**src/rtl/control_sequencer.sv**
```systemverilog
// control_sequencer: hardwired fetch/decode/execute controller for the Mini SRC datapath.
// Outputs are registered from a decode of the next state, so each strobe is valid for the
// whole cycle the machine spends in the corresponding state.
//
// state | meaning
// RST   | held in reset, every output off
// T0    | PC -> MAR, PC+1 -> Z
// T1    | Z -> PC
// T2    | instruction read, waits for mem_ready
// T3    | MDR -> IR
// E0    | operand (Rb, or base/zero for ld/ldi/st) -> Y
// E1    | ALU result -> Z
// E2    | Z -> Ra, or Z -> MAR for ld/st
// E3    | ld: data read wait / st: Ra -> MDR
// E4    | ld: MDR -> Ra / st: write wait
// HALT  | stopped by halt, unknown opcode or memory timeout; left only by reset
module control_sequencer #(
  parameter int unsigned WAIT_LIMIT = 16
) (
  input  logic        clock,
  input  logic        reset_n,
  input  logic [31:0] ir,
  input  logic        mem_ready,
  output logic        PCout,
  output logic        PCin,
  output logic        IncPC,
  output logic        MARin,
  output logic        MDRin,
  output logic        MDRout,
  output logic        IRin,
  output logic        Yin,
  output logic        Zin,
  output logic        Zlowout,
  output logic        Read,
  output logic        Write,
  output logic        Gra,
  output logic        Grb,
  output logic        Grc,
  output logic        Rin,
  output logic        Rout,
  output logic        BAout,
  output logic        Cout,
  output logic [3:0]  alu_op,
  output logic        run,
  output logic        fault
);

  localparam logic [4:0] OP_LD   = 5'b00000;
  localparam logic [4:0] OP_LDI  = 5'b00001;
  localparam logic [4:0] OP_ST   = 5'b00010;
  localparam logic [4:0] OP_ADD  = 5'b00011;
  localparam logic [4:0] OP_SUB  = 5'b00100;
  localparam logic [4:0] OP_AND  = 5'b00101;
  localparam logic [4:0] OP_OR   = 5'b00110;
  localparam logic [4:0] OP_ADDI = 5'b01100;
  localparam logic [4:0] OP_ANDI = 5'b01101;
  localparam logic [4:0] OP_ORI  = 5'b01110;
  localparam logic [4:0] OP_NOP  = 5'b11010;

  localparam logic [3:0] ALU_ADD = 4'b0000;
  localparam logic [3:0] ALU_SUB = 4'b0001;
  localparam logic [3:0] ALU_AND = 4'b0010;
  localparam logic [3:0] ALU_OR  = 4'b0011;

  // Last counter value before the wait budget is exhausted.
  localparam logic [7:0] WAIT_LAST = 8'(WAIT_LIMIT - 1);

  typedef enum logic [3:0] {
    S_RST, S_T0, S_T1, S_T2, S_T3, S_E0, S_E1, S_E2, S_E3, S_E4, S_HALT
  } state_t;

  typedef struct packed {
    logic pc_out;
    logic pc_in;
    logic inc_pc;
    logic mar_in;
    logic mdr_in;
    logic mdr_out;
    logic ir_in;
    logic y_in;
    logic z_in;
    logic zlow_out;
    logic read;
    logic write;
    logic gra;
    logic grb;
    logic grc;
    logic r_in;
    logic r_out;
    logic ba_out;
    logic c_out;
    logic [3:0] alu;
    logic run;
  } ctl_t;

  state_t     state, state_nxt;
  logic [7:0] wait_cnt, wait_nxt;
  logic       timeout;
  logic       in_wait;
  ctl_t       ctl_q, ctl_d;

  logic [4:0] op;
  logic       is_rtype, is_imm, is_ldi, is_ld, is_st, is_nop;
  logic [3:0] alu_sel;
  logic       unused_ir_bits;

  assign op             = ir[31:27];
  assign unused_ir_bits = ^ir[26:0];

  assign is_rtype = (op == OP_ADD) || (op == OP_SUB) || (op == OP_AND) || (op == OP_OR);
  assign is_imm   = (op == OP_ADDI) || (op == OP_ANDI) || (op == OP_ORI);
  assign is_ldi   = (op == OP_LDI);
  assign is_ld    = (op == OP_LD);
  assign is_st    = (op == OP_ST);
  assign is_nop   = (op == OP_NOP);

  // ALU function selected by the opcode for R-type and immediate forms.
  always_comb begin
    alu_sel = ALU_ADD;
    case (op)
      OP_SUB:           alu_sel = ALU_SUB;
      OP_AND, OP_ANDI:  alu_sel = ALU_AND;
      OP_OR,  OP_ORI:   alu_sel = ALU_OR;
      default:          alu_sel = ALU_ADD;
    endcase
  end

  // Only ld and st reach E3/E4, so the st test alone picks which of them waits.
  assign in_wait = (state == S_T2) || (state == S_E3 && !is_st) || (state == S_E4 && is_st);

  // Next state plus the memory wait counter and timeout detection.
  always_comb begin
    state_nxt = state;
    wait_nxt  = 8'd0;
    timeout   = 1'b0;
    if (in_wait && !mem_ready) begin
      if (wait_cnt == WAIT_LAST) timeout = 1'b1;
      else                       wait_nxt = wait_cnt + 8'd1;
    end
    case (state)
      S_RST:  state_nxt = S_T0;
      S_T0:   state_nxt = S_T1;
      S_T1:   state_nxt = S_T2;
      S_T2:   if (mem_ready) state_nxt = S_T3;
      S_T3:   state_nxt = S_E0;
      S_E0: begin
        if (is_nop)                                          state_nxt = S_T0;
        else if (is_rtype || is_imm || is_ldi || is_ld || is_st) state_nxt = S_E1;
        else                                                 state_nxt = S_HALT;
      end
      S_E1:   state_nxt = S_E2;
      S_E2:   state_nxt = (is_ld || is_st) ? S_E3 : S_T0;
      S_E3:   if (is_st || mem_ready) state_nxt = S_E4;
      S_E4:   if (!is_st || mem_ready) state_nxt = S_T0;
      S_HALT: state_nxt = S_HALT;
      default: state_nxt = S_HALT;
    endcase
    if (timeout) state_nxt = S_HALT;
  end

  // Strobe pattern for the state about to be entered.
  always_comb begin
    ctl_d     = '0;
    ctl_d.run = (state_nxt != S_RST) && (state_nxt != S_HALT);
    case (state_nxt)
      S_T0: begin
        ctl_d.pc_out = 1'b1; ctl_d.mar_in = 1'b1; ctl_d.inc_pc = 1'b1; ctl_d.z_in = 1'b1;
      end
      S_T1: begin
        ctl_d.zlow_out = 1'b1; ctl_d.pc_in = 1'b1;
      end
      S_T2: begin
        ctl_d.read = 1'b1; ctl_d.mdr_in = 1'b1;
      end
      S_T3: begin
        ctl_d.mdr_out = 1'b1; ctl_d.ir_in = 1'b1;
      end
      S_E0: begin
        if (is_rtype || is_imm) begin
          ctl_d.grb = 1'b1; ctl_d.r_out = 1'b1; ctl_d.y_in = 1'b1;
        end else if (is_ldi || is_ld || is_st) begin
          ctl_d.grb = 1'b1; ctl_d.ba_out = 1'b1; ctl_d.y_in = 1'b1;
        end
      end
      S_E1: begin
        ctl_d.z_in = 1'b1;
        if (is_rtype) begin
          ctl_d.grc = 1'b1; ctl_d.r_out = 1'b1; ctl_d.alu = alu_sel;
        end else if (is_imm) begin
          ctl_d.c_out = 1'b1; ctl_d.alu = alu_sel;
        end else begin
          ctl_d.c_out = 1'b1;
        end
      end
      S_E2: begin
        ctl_d.zlow_out = 1'b1;
        if (is_ld || is_st) begin
          ctl_d.mar_in = 1'b1;
        end else begin
          ctl_d.gra = 1'b1; ctl_d.r_in = 1'b1;
        end
      end
      S_E3: begin
        ctl_d.mdr_in = 1'b1;
        if (is_st) begin
          ctl_d.gra = 1'b1; ctl_d.r_out = 1'b1;
        end else begin
          ctl_d.read = 1'b1;
        end
      end
      S_E4: begin
        if (is_st) begin
          ctl_d.write = 1'b1;
        end else begin
          ctl_d.mdr_out = 1'b1; ctl_d.gra = 1'b1; ctl_d.r_in = 1'b1;
        end
      end
      default: ctl_d = '0;
    endcase
  end

  // State, wait counter, sticky fault and registered strobes.
  always_ff @(posedge clock) begin
    if (!reset_n) begin
      state    <= S_RST;
      wait_cnt <= 8'd0;
      fault    <= 1'b0;
      ctl_q    <= '0;
    end else begin
      state    <= state_nxt;
      wait_cnt <= wait_nxt;
      ctl_q    <= ctl_d;
      if (timeout) fault <= 1'b1;
    end
  end

  assign PCout   = ctl_q.pc_out;
  assign PCin    = ctl_q.pc_in;
  assign IncPC   = ctl_q.inc_pc;
  assign MARin   = ctl_q.mar_in;
  assign MDRin   = ctl_q.mdr_in;
  assign MDRout  = ctl_q.mdr_out;
  assign IRin    = ctl_q.ir_in;
  assign Yin     = ctl_q.y_in;
  assign Zin     = ctl_q.z_in;
  assign Zlowout = ctl_q.zlow_out;
  assign Read    = ctl_q.read;
  assign Write   = ctl_q.write;
  assign Gra     = ctl_q.gra;
  assign Grb     = ctl_q.grb;
  assign Grc     = ctl_q.grc;
  assign Rin     = ctl_q.r_in;
  assign Rout    = ctl_q.r_out;
  assign BAout   = ctl_q.ba_out;
  assign Cout    = ctl_q.c_out;
  assign alu_op  = ctl_q.alu;
  assign run     = ctl_q.run;

endmodule
```
**config.mk**
```make
export PLATFORM = sky130hd
export DESIGN_NAME = control_sequencer
export DESIGN_NICKNAME = d
export VERILOG_FILES = /design/src/rtl/control_sequencer.sv
export SDC_FILE = /design/constraint.sdc
export NUM_CORES = 1
export LEC_CHECK = 0
export ABC_AREA = 0
export CORE_AREA = 2 2 57 80
export CTS_BUF_LIST = sky130_fd_sc_hd__clkbuf_8
export DETAILED_ROUTE_END_ITERATION = 8
export DIE_AREA = 0 0 59 82
export PLACE_DENSITY = 0.73
export REMOVE_ABC_BUFFERS = 1
export SLEW_MARGIN = 20
export SYNTH_ARGS = -nofsm -noshare
export SYNTH_HDL_FRONTEND = slang
export SYNTH_SLANG_ARGS = --single-unit
```
**constraint.sdc**
```tcl
create_clock -name clock -period 2.4 [get_ports clock]
set_clock_uncertainty 0.2 [all_clocks]
set_input_delay 0.24 -clock clock [delete_from_list [all_inputs] [get_ports clock]]
set_output_delay 0.24 -clock clock [all_outputs]
set_load 0.02 [all_outputs]
```
==> flow_summary_export.csv <==
group,metric,value,unit
setup_path,cpPeakStageDelay,0.40,ns
sta,finalSetupViolCount,0,
setup_path,cpMaxStageDelayCell,"o32ai_2",
final_layout,area_growth,55.9,%
synth,synth-seq-cells,33,
cts,path_clk_slew,0.06,ns
final_layout,seqCellArea,662,µm²
synth,syn-cell-area,1620,µm²
cts,cts-root-buf,"clkbuf_8",
grt,grt_pass1_wl,6820,µm
synth,synthArstFlopShare,0,
detailed_routing,wl_per_cell,14.4,µm
synth,synth-main-ff-cell,"dfxtp_1",
final_layout,fin_util,0.610,
sta,final-max-slew-violation-count,0,
sta,period_minus_slack,2.36,ns
final_layout,largest_reg_flops,8,
sta,fmax,424,MHz
final_layout,diodes,0,
setup_path,crit_chain,"dlygate4sd2_1 -> buf_6 -> nor4_4 -> buf_4 -> buf_4 -> nand4_1 -> o31ai_1 -> buf_4 -> nor3_1 -> o32ai_2 -> buf_4 -> and2_1",
detailed_routing,postRouteAntennaNets,0,
grt,grt_pass1_vias,1586,
die,die_area,4840,µm²
synth,synthTopCellsByArea,"dfxtp_1 (41%), nor2_1 (4.4%), nand2_1 (3.3%)",
setup_path,cp-start-kind,"primary input",
grt,top_usage_layer,"met2",
final_layout,drive_above_1_share,0.337,
synth,synthSimpleGateAreaFrac,0.295,
detailed_routing,drcViolationCount,0,
placement,post-place-ws,-0.439,ns
placement,numPlacedInstances,292,
cts,cts_tree,"done",
grt,grt_use_met2,0.333,
cts,cts_sinks,33,
final_layout,final_cell_mix,"buf_4 (42), dfxtp_1 (32), clkdlybuf4s50_1 (25), nor2_1 (18), nand2_1 (12)",
setup_path,crit_fanout,9,
grt,track_usage,0.188,
placement,dpl.hpwl,3000,µm
synth,synth.top_cell.area_share,0.409,
die,die_w,59,µm
die,rows,28,
cts,htreeDepth,2,
sta,layout_setup_ws,0.0426,ns
grt,use_met1,0.189,
detailed_routing,vias_per_cell,5.39,
setup_path,cp.required,2.43,ns
final_layout,top_register,"wait_cnt",
synth,synthXorXnorAreaFrac,0.0433,
setup_path,cp-end-kind,"flop",
die,core,4130,µm²
synth,synth_compound_area_frac,0.170,
setup_path,worstSetupPathType,"in2reg",
sta,min_period_over_period,0.982,
placement,numPortBuffers,30,
synth,synth_area_leader_cell,"dfxtp_1",
detailed_routing,vias,1633,
synth,synth_adder_area_share,0.00774,
detailed_routing,first_pass_iters,4,
job,maxCapViolations,0,
grt,grt_max_degree,13,
synth,muxShareOfSynthArea,0,
hold_path,hold_path.class,"in2reg",
status,outcome,"complete, no violations",
synth,synth_top_family_by_area,"simple AND/OR/NAND/NOR gates",
pwr,ir_drop,0.000453,V
detailed_routing,drtIter0Drc,33,
synth,ys_seq_area_frac,0.409,
pwr,p_total,1.32,mW
cts,ctsLongestPathBuffers,2,
synth,synth_edf_count,0,
final_layout,nets,294,
detailed_routing,wirelength,4380,µm
setup_path,cp_data_arrival_time,2.39,ns
die,ioPinCount,60,
pwr,power_density,524,nW/µm²
grt,grt_use_met3,0.0520,
final_layout,fill_cells,351,
setup_path,regToRegSetupSlack,0.06,ns
synth,synth_warnings,0,
cts,insertion_delay,0.29,ns
synth,synth_cells,186,
grt,overflow,0,
synth,yosysUniqueCellTypes,53,
final_layout,multi_input_area,978,µm²
final_layout,final_common_cell,"buf_4",
cts,cts-buffers-inserted,5,
grt,antenna_found_initial,0,
final_layout,finalNonFillerCells,303,
placement,place_congestion,0.907,
setup_path,cpMostUsedCell,"buf_4",
pwr,p_leak,1.06,nW
sta,whs,0.166,ns
sta,hold_violations,0,
die,die_y,82,µm
die,start_util,0.391,
synth,avgSynthCellArea,8.69,µm²
-- power by group --
group | internal [mW] | total (mW) | switching [mW]
Clock | 0.226 | 0.424 | 0.198
Sequential | 0.570 | 0.583 | 0.0136
Combinational | 0.155 | 0.313 | 0.158
-- worst paths after layout --
kind | start | end | cells past startpoint
worst max register to register | state[3] | Zin | 9
worst min-delay path | ir[30] | alu_op[0] | 3
worst max-delay path | ir[27] | Rin | 12
worst min register to register | wait_cnt[0] | wait_cnt[0] | 1
-- final cells by class --
class | instances | area share
clock buffer | 6 | 0.0328
clock inverter | 1 | 0.00298
inverter | 11 | 0.0164
multi-input combinational | 129 | 0.388
sequential | 33 | 0.263
tap | 45 | 0.0223
timing repair buffer | 78 | 0.275
-- layer usage --
layer	part of all wire	routed length, µm
met5	0	0
met4	0.050	219
met3	0.056	246
met2	0.51	2230
met1	0.38	1680
-- cells by family after synthesis --
logic type               Yosys count
AND/OR/NAND/NOR                   84
AO/OA/AOI/OAI                     34
flip-flops                        33
buffers and inverters             25
XOR/XNOR                           8
adder cells (fa/ha/maj)            1
other                              1
-- critical path, delay by kind of cell --
kind | cells | cell delay [ns]
AO/OA/AOI/OAI | 2 | 0.47
buffers and inverters | 6 | 1.07
AND/OR/NAND/NOR | 4 | 0.62
-- synth_stat cells (3+ instances only) --
cell type / number
buf_4: 4
dfxtp_1: 33
nor4_1: 4
clkbuf_1: 6
nor3_1: 8
nand3_1: 8
inv_1: 11
nor2b_1: 4
xnor2_1: 3
a21oi_1: 7
o21ai_0: 3
nor2_1: 19
xor2_1: 5
nand2_1: 14
o21a_1: 4
and3_1: 5
nand2b_1: 3
-- through the flow --
stage,TNS [ns],cell area (µm²)
detailed placement,-4.97,2230
global route,-0.111,2520
global placement,-4.68,2230
finish,0,2520
floorplan,0,1540
CTS,0,2430
-- timing repair --
item	CTS	global route
pin swaps	8	12
buffers inserted	1	3
setup endpoints to repair	10	15
cloned	0	0
hold buffers	0	0
resized for setup	20	16
Note: power is estimated with default switching activity, not from simulation.
==> RTL edit 1: new RTL, same settings <==
Re-encode `state_t` (11 states) as one-hot, 11 bits wide.
--- a/src/rtl/control_sequencer.sv
+++ b/src/rtl/control_sequencer.sv
@@ -65,8 +65,8 @@
   // Last counter value before the wait budget is exhausted.
   localparam logic [7:0] WAIT_LAST = 8'(WAIT_LIMIT - 1);
 
-  typedef enum logic [3:0] {
-    S_RST, S_T0, S_T1, S_T2, S_T3, S_E0, S_E1, S_E2, S_E3, S_E4, S_HALT
+  typedef enum logic [10:0] {
+    S_RST = 11'b00000000001, S_T0 = 11'b00000000010, S_T1 = 11'b00000000100, S_T2 = 11'b00000001000, S_T3 = 11'b00000010000, S_E0 = 11'b00000100000, S_E1 = 11'b00001000000, S_E2 = 11'b00010000000, S_E3 = 11'b00100000000, S_E4 = 11'b01000000000, S_HALT = 11'b10000000000
   } state_t;
 
   typedef struct packed {
Function: no difference found for any inputs over 10 cycles, from zero or initial values and one cycle with reset_n low; not proved beyond that.
==> RTL edit 1 against the unedited design <==
  * Total power up 21%
  * Maximum frequency down 0.45%
  * Setup slack worse by 11 ps
  * Sequential cell count up 7
  * Highest routed layer unchanged
  * Combinational power down 47%
  * Hold slack better by 85 ps
  * Register-to-register slack worse by 30 ps
  * Synthesized cell count up 19%
  * Cell area up 12%
  * Routed wire length up 19%
  * Non-clock buffer count down 5
  * Area after synthesis up 23%
  * Sequential power up 16%
==> RTL edit 1: results <==
export IMPL_status="finished, final reports clean"
export IMPL_grt_pass1_wl_um=8380
export IMPL_cp_slowest_stage_delay_ps=550
export IMPL_fillers=332
export IMPL_largest_reg_flops=11
export IMPL_place_gp_congestion=0.891
export IMPL_avgSynthCellArea_um2=8.98
export IMPL_p_leak_nw=1.13
export IMPL_hold_start="wait_cnt[0]$_SDFF_PP0_"
export IMPL_grt_max_degree=14
export IMPL_layout_drive_gt1_share_pct=27.6
export IMPL_regMostFlops="state"
export IMPL_layout_cells_non_filler=328
export IMPL_r2r_start="state[5]$_SDFF_PN0_"
export IMPL_seq_area_frac_synth_pct=40.4
export IMPL_place_ws_ps=-91.2
export IMPL_arrival_ps=2410
export IMPL_cpLargestDelayFamily="simple AND/OR/NAND/NOR gates"
export IMPL_insertion_delay_ps=300
export IMPL_grt_pass1_vias=1873
export IMPL_drt_iter0_drc=82
export IMPL_post_cts_buffers=0
export IMPL_synth_cell_type_count=60
export IMPL_grtUsageMet2_pct=43.3
export IMPL_grt_use_met3_pct=3.94
export IMPL_synth_top_cells_by_area="dfxtp_1 (40%), nor2_1 (3.8%), xor2_1 (3.1%)"
export IMPL_vdd_ir_drop_max_v=0.000475
export IMPL_cp_start_kind="register"
export IMPL_final_area_um2=2820
export IMPL_hold_class="register to register"
export IMPL_synthTopCellsByCount="dfxtp_1 (40), nor2_1 (20), clkbuf_1 (13)"
export IMPL_cp_max_fo=4
export IMPL_dp_hpwl_um=3890
export IMPL_cts_resized=5
export IMPL_grtUsageTotal_pct=23.3
export IMPL_wl_per_cell_um=15.9
RTL edit 1: power groups by stage:
stage               clock network (W)  logic [W]  registers [W]
global route                 0.000789   0.000180       0.000678
floorplan                           0  0.0000587       0.000704
global placement                    0   0.000157       0.000692
finish                       0.000759   0.000167       0.000677
detailed placement                  0   0.000157       0.000692
CTS                          0.000763   0.000162       0.000677
RTL edit 1: worst paths after layout:
| check | slack [ps] | to | cells after the start |
|---|---|---|---|
| setup / recovery | 30 | Rin$_SDFF_PN0_ | 5 |
| hold / removal | 250 | wait_cnt[0]$_SDFF_PP0_ | 1 |
| setup reg to reg | 30 | Rin$_SDFF_PN0_ | 5 |
| hold reg to reg | 250 | wait_cnt[0]$_SDFF_PP0_ | 1 |
RTL edit 1: metal layers:
| layer | part of all wire, % | vias to the layer above |
|---|---|---|
| li1 | - | 938 |
| met1 | 39 | 920 |
| met2 | 54 | 42 |
| met3 | 2.9 | 15 |
| met4 | 3.6 | 0 |
| met5 | 0 | - |
RTL edit 1: final cells by class:
class | instances | share of cell area (%)
clock inverters | 3 | 3.20
well taps | 45 | 2.00
clock buffers | 5 | 2.44
repair buffers | 73 | 22.4
multi-input cells | 153 | 40.3
flip-flops and latches | 40 | 28.5
inverters | 9 | 1.20
RTL edit 1: cell families after synthesis:
family                     count (synthesis)  synth area share [%]
buffers and inverters                     29                  7.06
AOI/OAI and AO/OA                         44                  18.3
other                                      1                 0.189
and+or+nand+nor                           96                  29.1
DFF                                       40                  40.4
xor gates and xnor gates                  10                  4.41
adders and majority gates                  1                 0.630
RTL edit 1: worst register-to-register path, stage by stage, from the launching register on:
cell and delay [ps]:
dfxtp_2 340, or4_1 510, or4_4 550, a2bb2o_4 260, a211o_4 330, a21oi_2 110
==> RTL edit 2: new RTL, config.mk and constraints unchanged <==
Made on the original files. Change the parameter `WAIT_LIMIT` from 16 to 8.
--- a/src/rtl/control_sequencer.sv
+++ b/src/rtl/control_sequencer.sv
@@ -15,7 +15,7 @@
 // E4    | ld: MDR -> Ra / st: write wait
 // HALT  | stopped by halt, unknown opcode or memory timeout; left only by reset
 module control_sequencer #(
-  parameter int unsigned WAIT_LIMIT = 16
+  parameter int unsigned WAIT_LIMIT = 8
 ) (
   input  logic        clock,
   input  logic        reset_n,
Behaviour: same outputs for any inputs over 10 cycles, from zero or initial values and one cycle with reset_n low; that may be too few to reach the edited logic, so the function may still have changed.
==> RTL edit 2 against the unedited design <==
  * Setup slack better by 20 ps
  * Register-to-register slack better by 100 ps
  * Total power grew 17%
  * Sequential cell count did not move
  * Critical path depth down 5
  * Combinational power rose by 61%
  * Utilization fell by 4.8 points
  * Area after synthesis increased by 4.1%
  * Routed wire length down 9.6%
  * Clock power down 3%
  * Final cell count fell by 5.3%
  * Count of clock-buffer cells in the layout fell by 1
  * Critical endpoint is now MDRin$_SDFF_PN0_
  * Cell area fell by 7.9%
==> RTL edit 2: results <==
export IMPL_status="finished, final reports clean"
export IMPL_vdd_ir_drop_max_v=0.000352
export IMPL_seq_area_frac_synth_pct=39.3
export IMPL_synth_xor_area_share_pct=4.16
export IMPL_synth_cell_type_count=62
export IMPL_place_ws_ps=-214
export IMPL_p_leak_nw=0.887
export IMPL_drt_iter0_drc=34
export IMPL_cp_max_fo=8
export IMPL_r2r_start="wait_cnt[3]$_SDFF_PP0_"
export IMPL_hold_start="wait_cnt[0]$_SDFF_PP0_"
export IMPL_synth_compound_area_share_pct=22.2
export IMPL_synthMuxAreaShare_pct=1.19
export IMPL_synthTopCellsByCount="dfxtp_1 (33), nor2_1 (18), nand3_1 (10)"
export IMPL_wl_um=3960
export IMPL_post_cts_buffers=0
export IMPL_min_path_cells=1
export IMPL_cts_resized=0
export IMPL_hold_end="wait_cnt[0]$_SDFF_PP0_"
export IMPL_layout_drive_gt1_share_pct=24.0
export IMPL_fillers=386
export IMPL_hold_class="register to register"
export IMPL_place_gp_congestion=0.878
export IMPL_arrival_ps=2330
export IMPL_reg2regPathDepth=5
export IMPL_synth_top_cells_by_area="dfxtp_1 (39%), nor2_1 (4.0%), nand3_1 (3.0%)"
export IMPL_synth_adder_area_share_pct=0.743
export IMPL_grt_pass1_wl_um=6510
export IMPL_dp_hpwl_um=3030
export IMPL_grtUsageTotal_pct=18.2
[RTL edit 2: kinds of logic after synthesis]
logic type,Yosys count
xor gates and xnor gates,8
other,1
AOI/OAI and AO/OA,45
buffers and inverters,19
adders and majority gates,1
DFF,33
muxes,2
and+or+nand+nor,72
[RTL edit 2: metal layers]
layer | routed length [um] | part of all wire [%] | track usage [%] | up-vias
li1 | - | - | - | 789
met1 | 1590 | 40 | 18.5 | 723
met2 | 2020 | 51 | 32.3 | 47
met3 | 214 | 5.4 | 4.88 | 10
met4 | 129 | 3.3 | 11.1 | 0
met5 | 0 | 0 | 0 | -
[RTL edit 2: area by class of cell]
cell class	count	share of cell area [%]
inverter	6	0.971
clock buffer	5	2.97
multi-input combinational	130	40.1
timing repair buffer	65	24.3
sequential	33	28.5
clock inverter	3	0.755
tap	45	2.43
[RTL edit 2: metrics by stage]
| step | hold slack [ps] | cell area [um^2] | instances |
|---|---|---|---|
| after floorplan | 117 | 1610 | 169 |
| after global placement | 223 | 2230 | 279 |
| after detailed placement | 236 | 2230 | 279 |
| after CTS | 248 | 2310 | 287 |
| after global routing | 271 | 2320 | 287 |
| final | 250 | 2320 | 287 |
[RTL edit 2: worst max-delay path, cell delays in order]
cell and delay [ps]:
clkdlybuf4s50_1 530, nor4_4 380, buf_4 220, a2111oi_2 90, o21ai_2 350, nand3_2 190
o31ai_1 320
[RTL edit 2: worst max-delay path by stage]
stage	from	endpoint	slack (ps)	cells past startpoint
3_3_place_gp	ir[31]	MDRin$_SDFF_PN0_	-140	7
2_1_floorplan	state[2]$_SDFF_PN0_	Rout$_SDFF_PN0_	340	5
4_1_cts	ir[31]	MDRin$_SDFF_PN0_	80	7
6_report	ir[31]	MDRin$_SDFF_PN0_	60	7
3_5_place_dp	ir[31]	MDRin$_SDFF_PN0_	-210	7
5_1_grt	ir[31]	MDRin$_SDFF_PN0_	-30	7
[RTL edit 2: power by group]
part	switching, W	internal, W	leakage [nW]
clock	0.000212	0.000200	0.0439
combinational	0.000265	0.000238	0.575
sequential	0.0000351	0.000592	0.268
